`config.mk`:
```
export PLATFORM = sky130hd
export DESIGN_NAME = shift_and_add_binary_multiplier
export DESIGN_NICKNAME = d
export VERILOG_FILES = /design/src/rtl/shift_add_mult_pkg.sv /design/src/rtl/shift_add_datapath.sv /design/src/rtl/shift_and_add_binary_multiplier.sv
export SDC_FILE = /design/constraint.sdc
export NUM_CORES = 1
export LEC_CHECK = 0
export ABC_AREA = 1
export ABC_CLOCK_PERIOD_IN_PS = 2600
export CORE_MARGIN = 8
export CORE_UTILIZATION = 50
export DETAILED_ROUTE_END_ITERATION = 8
export PLACE_DENSITY = 0.72
export REMOVE_ABC_BUFFERS = 1
export SLEW_MARGIN = 0
export SYNTH_ARGS = -nofsm -noshare
export SYNTH_HDL_FRONTEND = slang
export SYNTH_HIERARCHICAL = 1
export SYNTH_SLANG_ARGS = --single-unit
export TNS_END_PERCENT = 20
```
`constraint.sdc`:
```
create_clock -name clk -period 2.6 [get_ports clk]
set_input_delay 0.39 -clock clk [delete_from_list [all_inputs] [get_ports clk]]
set_output_delay 0.39 -clock clk [all_outputs]
set_load 0.05 [all_outputs]
```
`src/rtl/shift_add_mult_pkg.sv`:
```
// Shared types and helpers for the sequential shift-and-add multiplier.
package shift_add_mult_pkg;

  typedef logic [1:0] state_t;

  localparam state_t LOAD = 2'd0;
  localparam state_t CALC = 2'd1;
  localparam state_t DONE = 2'd2;

  // Counter must be able to hold the iteration count itself.
  function automatic int unsigned cnt_width(input int unsigned iters);
    return $clog2(iters + 1);
  endfunction

endpackage

```
`src/rtl/shift_add_datapath.sv`:
```
// Multiplicand register, {P_hi, P_lo} accumulator, (m+1)-bit adder and right shifter.
module shift_add_datapath #(
  parameter int unsigned m = 4,
  parameter int unsigned n = 4
) (
  input  logic           clk,
  input  logic           rst,
  input  logic           load,
  input  logic           step,
  input  logic           capture,
  input  logic [m-1:0]   a,
  input  logic [n-1:0]   b,
  output logic [m+n-1:0] c
);

  logic [m-1:0] mcand_q;
  logic [m+n:0] acc_q;    // {P_hi[m:0], P_lo[n-1:0]}
  logic [m:0]   sum;
  logic [m+n:0] acc_next;

  always_comb begin
    sum      = acc_q[m+n:n] + (acc_q[0] ? {1'b0, mcand_q} : '0);
    // The adder keeps the carry in P_hi[m]; the shift brings a zero in at the top.
    acc_next = {sum, acc_q[n-1:0]} >> 1;
  end

  always_ff @(posedge clk) begin
    if (!rst) begin
      mcand_q <= '0;
      acc_q   <= '0;
      c       <= '0;
    end else begin
      if (load) begin
        mcand_q <= a;
        acc_q   <= {{(m + 1){1'b0}}, b};
      end else if (step) begin
        acc_q <= acc_next;
      end
      if (capture) begin
        c <= acc_next[m+n-1:0];
      end
    end
  end

endmodule

```
`src/rtl/shift_and_add_binary_multiplier.sv`:
```
// Sequential unsigned m x n multiplier: one LOAD edge, n CALC edges, then holds the product.
module shift_and_add_binary_multiplier
  import shift_add_mult_pkg::*;
#(
  parameter int unsigned m = 4,
  parameter int unsigned n = 4
) (
  input  logic           clk,
  input  logic           rst,
  input  logic [m-1:0]   A,
  input  logic [n-1:0]   B,
  output logic [m+n-1:0] C
);

  localparam int unsigned CW = cnt_width(n);
  localparam logic [CW-1:0] LastCnt = CW'(n - 1);

  state_t        state_q, state_d;
  logic [CW-1:0] cnt_q, cnt_d;
  logic          load, step, capture;

  always_comb begin
    state_d = state_q;
    cnt_d   = cnt_q;
    case (state_q)
      LOAD: begin
        cnt_d   = '0;
        state_d = CALC;
      end
      CALC: begin
        cnt_d = cnt_q + CW'(1);
        if (cnt_q == LastCnt) begin
          state_d = DONE;
        end
      end
      DONE:    state_d = DONE;
      default: state_d = LOAD;
    endcase
  end

  always_ff @(posedge clk) begin
    if (!rst) begin
      state_q <= LOAD;
      cnt_q   <= '0;
    end else begin
      state_q <= state_d;
      cnt_q   <= cnt_d;
    end
  end

  assign load    = (state_q == LOAD);
  assign step    = (state_q == CALC);
  assign capture = step && (cnt_q == LastCnt);

  shift_add_datapath #(
    .m(m),
    .n(n)
  ) u_datapath (
    .clk    (clk),
    .rst    (rst),
    .load   (load),
    .step   (step),
    .capture(capture),
    .a      (A),
    .b      (B),
    .c      (C)
  );

endmodule

```
# After elaboration in Yosys (flattened, before gate mapping)
# Cells that the tools add are included.
[op_classes]
bitwise_logic = 1
addsub = 2
n_mux = 6
eq_ne = 4
n_reduce_logical = 4
[ops]
columns = ["op", "n"]
rows = [
  ["2-to-1 mux 4 bit", 3],
  ["one-hot mux 2 bit (3 select lines)", 1],
  ["one-hot mux 3 bit (2 select lines)", 1],
  ["adder 4 x 4 -> 5 bit", 1],
  ["adder 3 x 1 -> 3 bit (second input constant)", 1],
  ["== test 3 x 2 -> 1 bit (second input constant)", 1],
  ["== test 2 x 1 -> 1 bit (second input constant)", 1],
  ["== test 2 bit (second input constant)", 1],
  ["logical NOT 2 bit", 1],
  ["2-to-1 mux 2 bit", 1],
  ["!= test 2 x 1 -> 1 bit (second input constant)", 1],
  ["nonzero test 2 bit", 1],
  ["OR reduction 2 bit", 1],
  ["logical AND 1 bit", 1],
  ["inverter 1 bit", 1],
]
[word_totals]
ff_bits = 25
out_inout_bits = 8
inputBits = 10

# Longest topological paths before layout
# Gate-level depths: netlist of run 1.
[logic_depth]
word_depth = 4
mapped_depth = 10
depth_no_buf = 10

# By module
# Netlist of run 1, hierarchy kept.
[modules_own_cells]
columns = ["mod", "instances", "area_each_um2", "seq_area_each_um2", "cells_each"]
rows = [
  ["shift_add_datapath", 1, 927.1, 400.4, 126],
  ["shift_and_add_binary_multiplier", 1, 282.8, 100.1, 39],
]

# Worst setup path before layout of run 1
# Ideal clock, no wire load.
[synth_path]
path_type = "reg2reg"
from = "register u_datapath.acc_q[0]"
to = "register u_datapath.c[5]"
required_ns = 2.485
setup_slack_ns = 1.112
arrival_ns = 1.372
path_buffers = 0
setup_time_ns = 0.115
path_stages_with_launch = 9
cell_sequence = "dfxtp_1 -> nand2_1 -> inv_1 -> ha_1 -> inv_1 -> fa_1 -> xnor2_1 -> o21ai_0 -> inv_1"
[synth_between]
elab_chain_len = 2
[synth_rtl]
columns = ["element", "line", "text"]
rows = [
  ["start: declaration", "shift_add_datapath.sv:17", "logic [m+n:0] acc_q;"],
  ["start signal: assignment", "shift_add_datapath.sv:35", "acc_q <= {{(m + 1){1'b0}}, b};"],
  ["start signal: assignment", "shift_add_datapath.sv:37", "acc_q <= acc_next;"],
  ["2-to-1 mux 4 bit", "shift_add_datapath.sv:22", "sum = acc_q[m+n:n] + (acc_q[0] ? {1'b0, mcand_q} : '0);"],
  ["adder 4 x 4 -> 5 bit", "shift_add_datapath.sv:22", ""],
  ["end signal: assignment", "shift_add_datapath.sv:40", "c <= acc_next[m+n-1:0];"],
  ["end: declaration", "shift_add_datapath.sv:13", "output logic [m+n-1:0] c"],
]
# Every way passes these cells.
# A chain may end at the register's enable or synchronous reset.

# Worst setup path after layout of run 1
[layout_path]
from = "register u_datapath.c[2]"
to = "output C[2]"
[layout_lines]
columns = ["element", "line", "text"]
rows = [
  ["end: declaration", "shift_and_add_binary_multiplier.sv:12", "output logic [m+n-1:0] C"],
]
# No word-level cell between the ends.

==> results.txt, run 1 <==
post-synth cell types - 18
Tmin final - 1890 ps
CP max FO - 2
pwr dens - 820 nW/µm²
DR WL/cell - 11.5 µm
status - finished clean
initial antenna violation count - 0
commonest non-fill, non-tap cells in the layout - nor2_1 (30), inv_1 (29), dfxtp_1 (25)
CTS H-tree lvls - 1
pin count of the biggest net entering global routing - 15
Peak VDD IR - 559 µV
vias in the first global route - 1076
Seq cells post-synth - 25
post-synth top area cell - dfxtp_1
RePlAce Congestion - 0.887
Filler cells - 237
WP buf/inv - 1
slowest stage delay, CP - 810 ps
Clock Latency Late Sink - 320 ps
Storage cell area - 500 µm²
share of cells above drive strength 1 - 0.0652
final wirelength - 2450 µm
crit path cell chain - clkdlybuf4s50_1
Slew Limit Headroom - 0.663
CP max-delay cell - clkdlybuf4s50_1
Slew @ Worst Pin - 504 ps
syn avg cell area - 7.33 µm²
postcts setup bufs - 0
Nets - 205
Worst Path Required - 2210 ps
total power - 1180 µW
Final Cycle Share - 0.727
die area - 4250 µm²
core area - 2390 µm²
ANT cells - 0
Post-DP HPWL - 1920 µm
RSZ-0062 raised after global routing - false
Post-Synthesis Cells - 165
CP Launch Type - flop
TNS Setup - 0 ps
Rows - 18
top-area cell type share of the netlist area - 0.414
CTS Hold Bufs - 0
Final setup viols - 0
Crit path max-delay family - buffers and inverters
synth warn - 6
CTS tree - done
Via Count - 1081
Cells after DPL - 210
clock buffer depth - 2
Residual DRC - 0
first-pass GRT wire length - 4480 µm
total global-route track usage - 0.129
critical path class - reg -> out
DRT antenna net count - 0
Die Ht - 65.2 µm
CP Capture Type - output port
CTS buffer count - 3
GRT Residual Overflow - 0
area grow syn2layout - 18.8%
Cell Area, Synth - 1210 µm²
drt first pass iters - 4
clk_skew - 5.20 ps
Hold Crit Class - reg -> reg
cts repair resizes - 0
Initial Util - 0.507
most common cell after layout, fill and taps aside - nor2_1
final cell count without fillers - 214
mean number of vias per cell - 5.05
ranking of synthesized cells by area - dfxtp_1 (41%), ha_1 (9.3%), nor2_1 (9.3%)
initial DRC count - 26
Final Hold Violating Endpoints - 0
Die Wd - 65.2 µm
max_cap viols - 0
Clock Root Buffer - clkbuf_4
FMAX - 0.529 GHz
number of I/O pins - 18
CTS clk-pin slew, worst paths - 130 ps
fin. max-slew vios - 0
Multi-input gate area - 574 µm²
clock sinks - 25
Worst Path Arrival - 1500 ps
sequential fraction of the synthesis area - 0.414
leakage power - 0.000696 µW
buffers added on ports - 17
-- cell usage after synthesis --
library cell and instances:
a211oi_1 2, a21oi_1 9, fa_1 1, nand3_1 10, o21ai_0 16, dfxtp_1 25
nor2_2 3, o21ai_1 1, nand2_4 1, nor3_1 4, inv_1 29, o211ai_1 2
inv_2 3, xnor2_1 1, ha_1 9, buf_2 3, nand2_1 16, nor2_1 30
-- through the flow --
stage	setup WS (ps)	utilization	hold WS, ps	instance area [µm²]
6_report	710	0.602	474	1440
5_1_grt	648	0.602	500	1440
4_1_cts	697	0.602	476	1440
3_5_place_dp	967	0.591	457	1410
3_3_place_gp	979	0.591	445	1410
2_1_floorplan	1110	-	437	1190
-- report_power, final --
| group | total [µW] | switching [µW] | leakage [µW] | internal (µW) |
|---|---|---|---|---|
| sequential | 527 | 54.8 | 0.000205 | 472 |
| clock | 176 | 119 | 0.0000177 | 57.7 |
| combinational | 476 | 305 | 0.000473 | 171 |
| total | 1180 | 479 | 0.000696 | 700 |
-- kinds of logic after synthesis --
kind of cell               share of synthesized area
DFF                                            0.414
buffers and inverters                          0.112
xor gates and xnor gates                     0.00724
adders and majority gates                      0.110
AOI/OAI and AO/OA                              0.132
and+or+nand+nor                                0.225
-- path summary, 6_finish.rpt --
check / startpoint / endpoint / slack [ps] / cells past startpoint
worst max register to register: u_datapath/acc_q[0]$_SDFFE_PN0P_ / u_datapath/c[5]$_SDFFE_PN0P_ / 950 / 8
worst min-delay path: cnt_q[2]$_SDFFE_PN0P_ / cnt_q[2]$_SDFFE_PN0P_ / 470 / 2
worst min register to register: cnt_q[2]$_SDFFE_PN0P_ / cnt_q[2]$_SDFFE_PN0P_ / 470 / 2
worst max-delay path: u_datapath/c[2]$_SDFFE_PN0P_ / C[2] / 710 / 1
-- area by class of cell --
cell class | count | area share
inverters | 32 | 0.0836
repair buffers | 18 | 0.124
well taps | 30 | 0.0261
flip-flops and latches | 25 | 0.348
clock buffers | 3 | 0.0157
clock inverters | 1 | 0.00348
multi-input cells | 105 | 0.399
-- layer usage --
layer | track usage | part of all wire
met4 | 0.0654 | 0.022
met5 | 0 | 0
met3 | 0.0289 | 0.034
met2 | 0.214 | 0.47
met1 | 0.153 | 0.48
-- state kept, by name, indices dropped and copies added, names as in the netlist --
| register | count |
|---|---|
| state_q | 2 |
| u_datapath/c | 8 |
| u_datapath/acc_q | 8 |
| u_datapath/mcand_q | 4 |
| cnt_q | 3 |
No activity file was read; power rests on OpenSTA's default activity.
==> inputs of run 2 (changes only) <==
ABC_CLOCK_PERIOD_IN_PS = 1900   (was 2600)
clock period = 1.9 ns   (was 2.6 ns; I/O delays follow)
==> results.txt, run 2 (synthesis gave the netlist of run 1 again) <==
pin count of the biggest net entering global routing - 19 (+4)
drt first pass iters - 4 (unchanged)
crit path cell chain - clkdlybuf4s50_1
CTS Hold Bufs - 0 (unchanged)
Nets - 206 (+0.49%)
core area - 2390 µm² (unchanged)
clock buffer depth - 2 (unchanged)
vias in the first global route - 1086 (+0.93%)
GRT Residual Overflow - 0 (unchanged)
reg-to-reg slack, setup - 280 ps (-670 ps)
Storage cell area - 500 µm² (unchanged)
Hold Crit Class - reg -> reg
Worst Path Arrival - 1480 ps (-20 ps)
ANT cells - 0 (unchanged)
total power - 1620 µW (+37%)
CTS H-tree lvls - 1 (unchanged)
met1 wire length - 1100 µm (-5.8%)
initial antenna violation count - 0 (unchanged)
share of cells above drive strength 1 - 0.0703 (+0.00505)
status - finished clean
CP max-delay cell - clkdlybuf4s50_1
slowest stage delay, CP - 810 ps (about the same)
Initial Util - 0.507 (unchanged)
CP startpoint - u_datapath/c[3]$_SDFFE_PN0P_
most common cell after layout, fill and taps aside - nor2_1
Final setup viols - 0 (unchanged)
WP buf/inv - 1 (unchanged)
Via Count - 1069 (-1.1%)
initial DRC count - 38 (+46%)
CP max FO - 2 (unchanged)
Die Wd - 65.2 µm (unchanged)
CTS tree - done
Slew @ Worst Pin - 501 ps (-3.40 ps)
Die Ht - 65.2 µm (unchanged)
mean number of vias per cell - 4.97 (-1.6%)
clk_skew - 5.20 ps (-0.000160 ps)
critical path class - reg -> out
met2 WL - 1320 µm (+15%)
RR Startpoint - u_datapath/acc_q[0]$_SDFFE_PN0P_
pre-CTS WS - 301 ps (-666 ps)
Clock Root Buffer - clkbuf_4
leakage power - 0.000701 µW (+0.74%)
Rows - 18 (unchanged)
Worst Hold Launch - cnt_q[2]$_SDFFE_PN0P_
CTS clk-pin slew, worst paths - 140 ps (about the same)
DR WL/cell - 11.6 µm (+1.1%)
max_cap viols - 0 (unchanged)
biggest regs - u_datapath/acc_q (8), u_datapath/c (8), u_datapath/mcand_q (4)
total global-route track usage - 0.126 (-0.00338)
Core Util, Final - 0.605 (+0.00315)
RSZ-0062 raised after global routing - false
Multi-input gate area - 574 µm² (unchanged)
area grow syn2layout - 19.4%
postcts setup bufs - 0 (unchanged)
Post-DP HPWL - 1930 µm (+0.52%)
Final Cycle Share - 0.931
Cells after DPL - 211 (+0.48%)
cts repair resizes - 0 (unchanged)
CP Launch Type - flop
DRT antenna net count - 0 (unchanged)
Residual DRC - 0 (unchanged)
final wirelength - 2490 µm (+1.6%)
pwr dens - 1120 nW/µm² (+36%)
max layer used - met3
Crit path max-delay family - buffers and inverters
Final Hold Violating Endpoints - 0 (unchanged)
TNS Setup - 0 ps (unchanged)
RePlAce Congestion - 0.959 (+8.1%)
Clock Latency Late Sink - 310 ps (about the same)
die area - 4250 µm² (unchanged)
Final Worst Setup Slack - 131 ps (-578 ps)
first-pass GRT wire length - 4510 µm (+0.76%)
Slew Limit Headroom - 0.665 (+0.00227)
fin. max-slew vios - 0 (unchanged)
FMAX - 0.565 GHz
commonest non-fill, non-tap cells in the layout - nor2_1 (30), inv_1 (29), dfxtp_1 (25)
clock sinks - 25 (unchanged)
Peak VDD IR - 765 µV (+37%)
met3 WL - 68 µm (-19%)
final cell count without fillers - 215 (+0.47%)
number of I/O pins - 18 (unchanged)
Tmin final - 1770 ps
Filler cells - 231 (-2.5%)
buffers added on ports - 17 (unchanged)
Worst Path Required - 1620 ps (-590 ps)
CP Capture Type - output port
CTS buffer count - 3 (unchanged)
[run 2: per-layer routing]
| layer | track usage | up-vias |
|---|---|---|
| met2 | 0.226 | 24 |
| met3 | 0.0221 | 0 |
| met1 | 0.150 | 488 |
| met5 | 0 | - |
| li1 | - | 557 |
| met4 | 0.0300 | 0 |
[run 2: path summary, 6_finish.rpt]
kind                                                     end  cells after the start
worst max-delay path                                    C[3]                      1
worst min-delay path                   cnt_q[2]$_SDFFE_PN0P_                      2
worst max register to register  u_datapath/c[5]$_SDFFE_PN0P_                      8
worst min register to register         cnt_q[2]$_SDFFE_PN0P_                      2
[run 2: cell type report]
class | instances | share of cell area
clock buffer | 3 | 0.0156
clock inverter | 1 | 0.00346
multi-input combinational | 105 | 0.397
inverter | 32 | 0.0831
sequential | 25 | 0.346
tap | 30 | 0.0260
timing repair buffer | 19 | 0.128
[run 2: power breakdown]
| group | switching (µW) | internal, µW | leakage, µW |
|---|---|---|---|
| clock | 157 | 78.6 | 0.0000177 |
| sequential | 79.7 | 646 | 0.000205 |
| combinational | 413 | 243 | 0.000479 |
| total | 650 | 967 | 0.000701 |
[run 2: through the flow]
| step | hold WS [ps] | area, µm² |
|---|---|---|
| 6_report | 476 | 1450 |
| 5_1_grt | 492 | 1450 |
| 4_1_cts | 478 | 1450 |
| 3_5_place_dp | 458 | 1420 |
| 3_3_place_gp | 444 | 1420 |
| 2_1_floorplan | 406 | 1190 |
==> inputs of run 3 (changes only) <==
ABC_AREA = default   (was 1)
PLACE_DENSITY = 0.71   (was 0.72)
==> results.txt, run 3 <==
total global-route track usage - 0.123 (-0.00304)
Via Count - 940 (-12%)
Min Hold Slack - 477 ps (+0.550 ps)
CTS Hold Bufs - 0 (unchanged)
leakage power - 0.000592 µW (-15%)
Tmin final - 1770 ps (+5.68 ps)
die area - 4380 µm² (+3.1%)
Final Cycle Share - 0.934 (+0.00299)
CP Launch Type - flop
Slew @ Worst Pin - 540 ps (+39.1 ps)
top-area cell type share of the netlist area - 0.397 (-0.0164)
DRT antenna net count - 0 (unchanged)
CTS clk-pin slew, worst paths - 140 ps (about the same)
synth warn - 6 (unchanged)
Residual DRC - 0 (unchanged)
Crit path max-delay family - buffers and inverters
Clock Latency Late Sink - 310 ps (about the same)
CP max-delay cell - clkdlybuf4s50_1
initial antenna violation count - 0 (unchanged)
WP depth - 1 (unchanged)
post-synth top area cell - dfxtp_1
Worst Path Required - 1620 ps (about the same)
Peak VDD IR - 701 µV (-8.4%)
async set or reset register ratio after synthesis - 0 (unchanged)
most frequent cells after synthesis - dfxtp_1 (25), mux2i_1 (16), nand2_1 (12), nor2b_1 (12)
ranking of synthesized cells by area - dfxtp_1 (40%), mux2i_1 (13%), ha_1 (8.9%)
Initial Util - 0.518 (+0.0112)
post-synth cell types - 31 (+13)
Clock Root Buffer - clkbuf_4
drt first pass iters - 4 (unchanged)
Post-DP HPWL - 1900 µm (-1.7%)
CP max FO - 2 (unchanged)
R2R Path End - u_datapath/c[5]$_SDFFE_PN0P_
RePlAce Congestion - 0.766 (-20%)
total power - 1530 µW (-5.2%)
Nets - 171 (-17%)
R2R depth - 7 (-1)
WHS Path Cells - 2 (unchanged)
area grow syn2layout - 18.7%
Filler cells - 228 (-1.3%)
Die Ht - 66.2 µm (+1.5%)
core area - 2430 µm² (+1.9%)
pin count of the biggest net entering global routing - 17 (-2)
RSZ-0062 raised after global routing - false
CTS tree - done
FMAX - 0.564 GHz (-0.32%)
Post-synth EDFFs - 0 (unchanged)
initial DRC count - 42 (+11%)
Hold Crit Class - reg -> reg
mean number of vias per cell - 5.22 (+5.0%)
Worst Path Arrival - 1490 ps (about the same)
reg-to-reg slack, setup - 230 ps (-50 ps)
crit path cell chain - clkdlybuf4s50_1
final wirelength - 2470 µm (-0.96%)
CTS buffer count - 3 (unchanged)
commonest non-fill, non-tap cells in the layout - dfxtp_1 (25), clkdlybuf4s50_1 (17), mux2i_1 (16)
syn avg cell area - 9.69 µm² (+32%)
Die Wd - 66.2 µm (+1.5%)
most frequent cell after synthesis - dfxtp_1
Final setup viols - 0 (unchanged)
clk_skew - 4.55 ps (-0.652 ps)
RR Startpoint - u_datapath/acc_q[0]$_SDFFE_PN0P_
Min-Delay Endpoint - state_q[1]$_SDFFE_PN0P_
Final Worst Setup Slack - 125 ps (-5.68 ps)
Cell Area, Synth - 1260 µm² (+4.1%)
status - finished clean
pwr dens - 1030 nW/µm² (-8.4%)
share of cells above drive strength 1 - 0.0800 (+0.00973)
critical path class - reg -> out
Most used DFF post-synth - dfxtp_1
DR WL/cell - 13.7 µm (+18%)
post-route cell area - 1500 µm² (+3.5%)
number of I/O pins - 18 (unchanged)
Rows - 18 (unchanged)
fin. max-slew vios - 0 (unchanged)
pre-CTS WS - 254 ps (-47.3 ps)
CTS H-tree lvls - 1 (unchanged)
ANT cells - 0 (unchanged)
Final Hold Violating Endpoints - 0 (unchanged)
TNS Setup - 0 ps (unchanged)
Seq cells post-synth - 25 (unchanged)
first-pass GRT wire length - 4320 µm (-4.3%)
CP Capture Type - output port
buffers added on ports - 17 (unchanged)
clock buffer depth - 2 (unchanged)
postcts setup bufs - 0 (unchanged)
max_cap viols - 0 (unchanged)
Placement Cell Area - 1470 µm² (+3.5%)
GRT Residual Overflow - 0 (unchanged)
Post-Synthesis Cells - 130 (-21%)
slowest stage delay, CP - 810 ps (about the same)
cts repair resizes - 0 (unchanged)
Worst Hold Launch - state_q[1]$_SDFFE_PN0P_
Slew Limit Headroom - 0.640 (-0.0250)
sequential fraction of the synthesis area - 0.397 (-0.0164)
biggest regs - u_datapath/acc_q (8), u_datapath/c (8), u_datapath/mcand_q (4)
most common cell after layout, fill and taps aside - dfxtp_1
clock sinks - 25 (unchanged)
vias in the first global route - 1008 (-7.2%)
WP buf/inv - 1 (unchanged)
[run 3: cell count changes in the layout (fill, tap and decap cells not counted), sizes merged, moves of 3 or more]
cell	delta
nor2	-31
nand3	-7
a21oi	-6
nor3	-4
inv	-23
and2	+8
nor2b	+12
o21ai	-10
nand3b	+3
mux2i	+16
nand2	-5
[run 3: power by group]
group / switching (µW) / internal [µW] / leakage, µW
Combinational: 338 / 287 / 0.000371
Sequential: 59.5 / 612 / 0.000204
Clock: 157 / 78.7 / 0.0000177
Total: 555 / 978 / 0.000592
[run 3: cell families (layout without fill, tap and decap cells)]
| kind of cell | Yosys count | after routing | synth area share |
|---|---|---|---|
| multiplexers | 16 | 16 | 0.127 |
| AND/OR/NAND/NOR | 46 | 46 | 0.213 |
| buffers and inverters | 14 | 34 | 0.0506 |
| AO/OA/AOI/OAI | 18 | 18 | 0.100 |
| adder cells (fa/ha/maj) | 10 | 10 | 0.105 |
| flip-flops | 25 | 25 | 0.397 |
| XOR/XNOR | 1 | 1 | 0.00695 |
[run 3: worst max path at each step]
stage	from	end	slack, ps
after floorplan	state_q[1]$_SDFFE_PN0P_	u_datapath/acc_q[6]$_SDFFE_PP0P_	380
after global placement	u_datapath/acc_q[0]$_SDFFE_PN0P_	u_datapath/acc_q[5]$_SDFFE_PP0P_	250
after detailed placement	u_datapath/acc_q[0]$_SDFFE_PN0P_	u_datapath/c[5]$_SDFFE_PN0P_	250
after CTS	u_datapath/c[4]$_SDFFE_PN0P_	C[4]	90
after global routing	u_datapath/c[6]$_SDFFE_PN0P_	C[6]	50
final	u_datapath/c[4]$_SDFFE_PN0P_	C[4]	130
[run 3: layer usage]
layer  up-vias  share of wire  GRT usage  wire, µm
li1        484              -          -         -
met5         -              0          0         0
met4         0         0.0085     0.0667        21
met1       443           0.46      0.138      1120
met2        11           0.50      0.210      1230
met3         2          0.038     0.0271        94
[run 3: cell type report]
type                    instances  area, µm²  area share
flip-flops and latches         25        500       0.335
multi-input cells              91        696       0.465
repair buffers                 21        200       0.134
clock buffers                   3       22.5      0.0151
inverters                       9       33.8      0.0226
well taps                      30       37.5      0.0251
clock inverters                 1       5.00     0.00335
[run 3: stage by stage]
| step | cells | util |
|---|---|---|
| after floorplan | 125 | - |
| after global placement | 176 | 0.603 |
| after detailed placement | 176 | 0.603 |
| after CTS | 180 | 0.615 |
| after global routing | 180 | 0.615 |
| final | 180 | 0.615 |
